File: config.mk
export PLATFORM = sky130hd
export DESIGN_NAME = regfile_wb_arbiter
export DESIGN_NICKNAME = d
export VERILOG_FILES = /design/src/rtl/regfile_wb_arbiter.sv
export SDC_FILE = /design/constraint.sdc
export NUM_CORES = 1
export LEC_CHECK = 0
export ABC_AREA = 1
export CAP_MARGIN = 0
export CORE_MARGIN = 4
export CORE_UTILIZATION = 40
export CTS_CLUSTER_DIAMETER = 50
export DETAILED_ROUTE_END_ITERATION = 8
export GPL_TIMING_DRIVEN = 0
export MAX_ROUTING_LAYER = met4
export PLACE_DENSITY = 0.69
export SETUP_SLACK_MARGIN = 0.3
export SKIP_LAST_GASP = 1
export SYNTH_ARGS = -nofsm -noshare
export SYNTH_HDL_FRONTEND = slang
export SYNTH_SLANG_ARGS = --single-unit
export TNS_END_PERCENT = 20
File: constraint.sdc
create_clock -name clk -period 4.66 [get_ports clk]
set_input_delay 0.466 -clock clk [delete_from_list [all_inputs] [get_ports clk]]
set_output_delay 0.466 -clock clk [all_outputs]
set_load 0.02 [all_outputs]
File: src/rtl/regfile_wb_arbiter.sv
// Round-robin arbiter sharing the register file write port between NREQ writeback sources.
// Optional SP_PROTECT_EN: only requester NREQ-1 may write register 2^AW-1.
module regfile_wb_arbiter #(
  parameter int NREQ = 3,
  parameter int DW   = 8,
  parameter int AW   = 2
) (
  input  logic                 clk,
  input  logic                 rst,
  input  logic                 stall,
  input  logic [NREQ-1:0]      req_valid,
  input  logic [NREQ*AW-1:0]   req_addr,
  input  logic [NREQ*DW-1:0]   req_data,
  output logic [NREQ-1:0]      req_ready,
  output logic                 rf_we,
  output logic [AW-1:0]        rf_waddr,
  output logic [DW-1:0]        rf_wdata,
  output logic                 sp_viol
);

  localparam int PW = $clog2(NREQ);

  logic [PW-1:0] rr_ptr;
  logic [PW-1:0] winner;
  logic          found;
  logic [AW-1:0] sel_addr;
  logic [DW-1:0] sel_data;
  logic          xfer;
  logic          wr_en;

  // Cyclic scan starting one past the last winner; the first valid requester wins.
  always_comb begin : grant_scan
    int idx;
    // NOTE: every output of this block gets a default first so no latch is inferred.
    found    = 1'b0;
    winner   = '0;
    sel_addr = '0;
    sel_data = '0;
    idx      = 0;
    for (int k = 1; k <= NREQ; k++) begin
      idx = (int'(rr_ptr) + k) % NREQ;
      if (!found && req_valid[idx]) begin
        found    = 1'b1;
        winner   = PW'(idx);
        sel_addr = req_addr[idx*AW +: AW];
        sel_data = req_data[idx*DW +: DW];
      end
    end
  end

  assign xfer      = found & ~stall & ~rst;
  assign req_ready = xfer ? (NREQ'(1) << winner) : '0;

`ifdef SP_PROTECT_EN
  logic sp_hit;

  // A non-owner targeting the stack pointer is still accepted but its write is dropped.
  assign sp_hit = xfer && (sel_addr == '1) && (winner != PW'(NREQ - 1));
  assign wr_en  = xfer & ~sp_hit;

  always_ff @(posedge clk) begin
    if (rst) sp_viol <= 1'b0;
    else if (sp_hit) sp_viol <= 1'b1;
  end
`else
  assign wr_en   = xfer;
  assign sp_viol = 1'b0;
`endif

  // NOTE: sequential state uses non-blocking assignments so all registers update together.
  always_ff @(posedge clk) begin
    if (rst) begin
      rf_we    <= 1'b0;
      rf_waddr <= '0;
      rf_wdata <= '0;
      rr_ptr   <= PW'(NREQ - 1);
    end else begin
      rf_we <= wr_en;
      if (wr_en) begin
        rf_waddr <= sel_addr;
        rf_wdata <= sel_data;
      end
      if (xfer) rr_ptr <= winner;
    end
  end

endmodule

; After elaboration in Yosys (flattened, before gate mapping)
; Cells that the tools add are included.
[op_classes]
n_addsub = 3
reduce_logical = 4
div = 3
n_bitwise = 4
shift = 7
order_cmp = 3
n_mux = 22
[ops]
columns = op, count
row1 = < comparator 32 x 4 -> 1 bit (second input constant), 3
row2 = modulo 32 x 3 -> 32 bit (second input constant), 3
row3 = variable part select 24 x 32 -> 8 bit, 3
row4 = variable part select 6 x 32 -> 2 bit, 3
row5 = 2-to-1 mux 8 bit, 3
row6 = 2-to-1 mux 2 bit, 6
row7 = 2-to-1 mux 1 bit, 9
row8 = adder 2 x 2 -> 3 bit (second input constant), 2
row9 = binary-select mux 1 bit (select 2 bit), 3
row10 = adder 2 x 1 -> 3 bit (second input constant), 1
row11 = 2-to-1 mux 3 bit, 1
row12 = << shifter 1 x 2 -> 3 bit (first input constant), 1
row13 = bitwise AND 1 bit, 2
row14 = logical AND 1 bit, 2
row15 = zero test 1 bit, 2
row16 = NOT 1 bit, 2
[totals]
ff_bits = 13
output_inout_bits = 15
word_cells = 50
inputBits = 36

; Longest topological paths before layout
[depth]
word_depth = 15
mapped_depth = 13
ltp_nobuf = 12

; Worst setup path after synthesis
; OpenSTA, ideal clock, no wires.
[synth_timing]
path_kind = register to output
from = register rr_ptr[0]
to = output req_ready[2]
t_arrival_ns = 1.849
path_stages_with_launch = 11
setup_slack_ns = 2.345
path_buffers = 1
required_ns = 4.194
path_cell_list = dfxtp_1 inv_1 ha_1 buf_6 nand3_1 nand3_1 nor2_2 nand3_1 nand2_1 inv_1 nor2_1
[synth_via]
elab_chain_cells = 15
elab_cells_between_ends = 29
classes_between = add/sub: 3 / div: 3 / shift: 1 / mux: 16 / bitwise: 2 / reduce/logical: 4
[synth_lines]
columns = item, line_no
row1 = start: declaration, 23  ; logic [PW-1:0] rr_ptr;
row2 = start signal: assignment, 76  ; rr_ptr <= PW'(NREQ - 1);
row3 = start signal: assignment, 83  ; if (xfer) rr_ptr <= winner;
row4 = adder 2 x 1 -> 3 bit, 41  ; idx = (int'(rr_ptr) + k) % NREQ;
row5 = modulo 32 x 3 -> 32 bit, 41
row6 = binary-select mux 1 bit (select 2 bit), 42  ; if (!found && req_valid[idx]) begin
row7 = 2-to-1 mux 1 bit (implied by the code) (2 in a row), 42
row8 = 2-to-1 mux 1 bit, 42
row9 = zero test 1 bit, 42
row10 = logical AND 1 bit, 42
row11 = 2-to-1 mux 1 bit, 42
row12 = zero test 1 bit, 42
row13 = logical AND 1 bit, 42
row14 = 2-to-1 mux 1 bit, 42
row15 = bitwise AND 1 bit (2 in a row), 51  ; assign xfer = found & ~stall & ~rst;
row16 = 2-to-1 mux 3 bit *, 52  ; assign req_ready = xfer ? (NREQ'(1) << winner) : '0;
row17 = end: declaration, 14  ; output logic [NREQ-1:0] req_ready,
; Every way passes the cells marked *; elsewhere a longest branch is shown, timed or not. The select of a mux whose other input is x is not followed.

; Worst setup path after layout
[layout_timing]
from = register rr_ptr[1]
to = output req_ready[0]
; The elaborated chain is that of the path after synthesis.

==> results.md <==
- Status: finished, final reports clean
- Tmin final: around 3.3 ns
- Inserted Diodes: 0
- Met2 wire len: roughly 3.1 mm
- Top layer in use: met4
- Core box area: roughly 4800 sq um
- Slew Viols, Final: 0
- Netlist cell types: 25
- CP Class: register to output pin
- Leakage power: roughly 1.4 nW
- Initial antenna violation count: 0
- Number of synthesized flops with an enable pin: 0
- Global-route usage over all layers: a little over a fifth
- Layout cells sized above 1: roughly 7.9%
- Crit end category: output pin
- Cts repair resizes: 0
- Port buffer count: between 40 and 50
- Max Cap Viol: 0
- DRC: 0
- Via density: roughly 5.2
- Avg Inst Size Synth: around 5.3 sq um
- Per-cell routed wire length: 12.8 um
- Worst slew pin tran: 0.648 ns
- Die area: ~6200 sq um
- Final Hold Viols: 0
- Critical path depth: 12
- Final wirelength: 6.32 mm
- Vias in the first global route: about 2400
- Clk sinks: 13
- RR Endpoint: rf_wdata[6]
- Power Density: 711 nW/um^2
- Flop2flop setup slack: 2.49 ns
- Most common cell on crit path: nand2_1
- Req. time, crit path: about 4.2 ns
- Total number of vias: around 2600
- CTS tree: done
- Die Ht: 78.6 um
- WP buf/inv: 3
- Nets: ~470
- Commonest non-fill, non-tap cell in the layout: nand2_1
- Hold Path Class: register to register
- Bufs on Longest Clock Path: 2
- Synth Warn #: 0
- R2R depth: 9
- # H-tree levels: 1
- Final Wtd Congestion: between 0.9 and 1
- Worst Clk Skew: around 0.0033 ns
- Peak VDD IR: approximately 510 uV
- Post-Syn Area: 2000 sq um
- Clock latency at the later pin of the worst-skew pair: ~0.25 ns
- Routed Antenna Nets: 0
- Row cnt: 25
- Flops & latches, synth: 13
- Top-Level Pins: 51
- Critical path startpoint category: register
- Post-route insts no fill: 495
- FF-to-FF Start: rr_ptr[1]
- Initial DRT Pass Iterations: 5
- Cells after Synth: between 300 and 400
- 1st-iter DRT viols: 209
- Most frequent cells in the layout: nand2_1 (136), nand3_1 (84), clkdlybuf4s50_1 (49), inv_1 (43), o21ai_0 (21)
- Dpl cells: just under 500
- RSZ-0062 raised after global routing: no
- CTS Hold Bufs: 0
- Area growth from synthesis to layout: 31.0%
- Critical Path AT: 2.84 ns
- DPL Wire Length: about 5 mm
- Largest net degree at the start of global routing: 11
- Slowest cell on the critical path: clkdlybuf4s50_1
- Rel. slew slack: 56.5%
- M1 WL: between 2 and 3 mm
- Initial Util: 41.7%
- First-pass GRT wire length: slightly above 10 mm
- Async SR Flop Fraction: 0%
- Cts bufs inserted: 3
- Most used flip-flop cell after synthesis: dfxtp_1
- GR Overflow Total: 0
- CP Max Fanout: 10
- CP top delay family: simple AND/OR/NAND/NOR gates
- Die W: about 79 um
- Clock transition at path regs: approximately 0.060 ns
- Post-CTS Repair Setup Buffers: 0
- Critical Path Start: rr_ptr[1]
- Worst stage delay on the critical path: between 0.6 and 0.7 ns
- Worst setup path endpoint: req_ready[0]
- Clk root buf: clkbuf_8
- Period utilization: between 70% and 80%
- Syn nets: approximately 420
- Met3 wire len: 365 um
- Max Freq: between 300 and 400 MHz
- Critical path cell sequence: inv_1 -> ha_1 -> nor2_4 -> nand2_1 -> nand2_2 -> nor2_2 -> nand3_1 -> nand2_1 -> inv_1 -> nand2_1 -> nor2_1 -> clkdlybuf4s50_1
- Setup Viol. Count Final: 0
- Seq/Total Area, Yosys: a little over an eighth
- Post-route setup TNS: 0 ns
## power breakdown
group | total [W] | switching [W] | internal, W
Sequential | 0.000158 | 0.0000205 | 0.000138
Combinational | 0.00160 | 0.00102 | 0.000575
Clock | 0.000104 | 0.0000432 | 0.0000605
Total | 0.00186 | 0.00108 | 0.000774
## routing by layer
metal / GRT usage, % / vias to the layer above
met2: 37.5 / 90
met1: 23.9 / 1164
met5: - / -
met4: 5.77 / 0
met3: 3.10 / 14
li1: - / 1308
## through the flow
stage          area, sq um  total power (W)  utilization, %  hold slack [ns]  worst slack [ns]
2_1_floorplan         2000          0.00135               -            0.497              2.35
3_3_place_gp          2570          0.00174            53.7            0.458              1.70
3_5_place_dp          2570          0.00174            53.7            0.461              1.66
4_1_cts               2620          0.00185            54.6            0.468              1.37
5_1_grt               2620          0.00204            54.6            0.488              1.18
6_report              2620          0.00186            54.6            0.464              1.36
## worst register-to-register path, cell delays in order, from the launching register on
cell and delay [ns]:
dfxtp_1 0.45, inv_1 0.13, ha_1 0.42, buf_6 0.20, o21bai_1 0.13, nand3b_1 0.32, nand3_1 0.20, nand3_1 0.11
nand2_1 0.07, nand2_1 0.04
## worst min path at each step
| stage | from | end | slack, ns | cells past startpoint |
|---|---|---|---|---|
| 5_1_grt | rf_wdata[0] | rf_wdata[0] | 0.49 | 2 |
| 3_5_place_dp | rf_wdata[3] | rf_wdata[3] | 0.46 | 2 |
| 3_3_place_gp | rf_waddr[1] | rf_waddr[1] | 0.46 | 2 |
| 6_report | rf_wdata[3] | rf_wdata[3] | 0.46 | 2 |
| 2_1_floorplan | rr_ptr[0] | rr_ptr[0] | 0.50 | 2 |
| 4_1_cts | rf_wdata[3] | rf_wdata[3] | 0.47 | 2 |
## registers in the layout, summed over array words and instances (netlist names)
| signal | cells |
|---|---|
| rf_waddr | 2 |
| rf_wdata | 8 |
| rf_we | 1 |
| rr_ptr | 2 |
## logic make-up after synthesis
family,after synthesis,synth area share (%)
buf+inv,68,16.0
other cells,1,0.188
compound gates,25,6.58
simple gates,260,59.2
flops,13,13.0
fa+ha+maj,8,5.02
## area by class of cell
type | count | area [sq um]
buffer | 22 | 146
clock buffer | 4 | 45.0
fill | 530 | 2170
inverter | 46 | 173
multi-input combinational | 294 | 1420
sequential | 13 | 260
tap | 67 | 83.8
timing repair buffer | 49 | 490
## synthesized netlist by cell type, types with 3 or more instances
cell type  instances  area (sq um)
inv_1             43           161
nand4_1           11          68.8
ha_1               8           100
o21ai_0           21           105
clkbuf_1           5          18.8
nand3_1           84           420
dfxtp_1           13           260
nor2_1            18          67.6
buf_4              7          52.6
buf_2              6          30.0
nor2_4             3          33.8
inv_2              3          11.3
buf_6              4          45.0
nand2_1          136           510
Note: power is estimated with default switching activity, not from simulation.
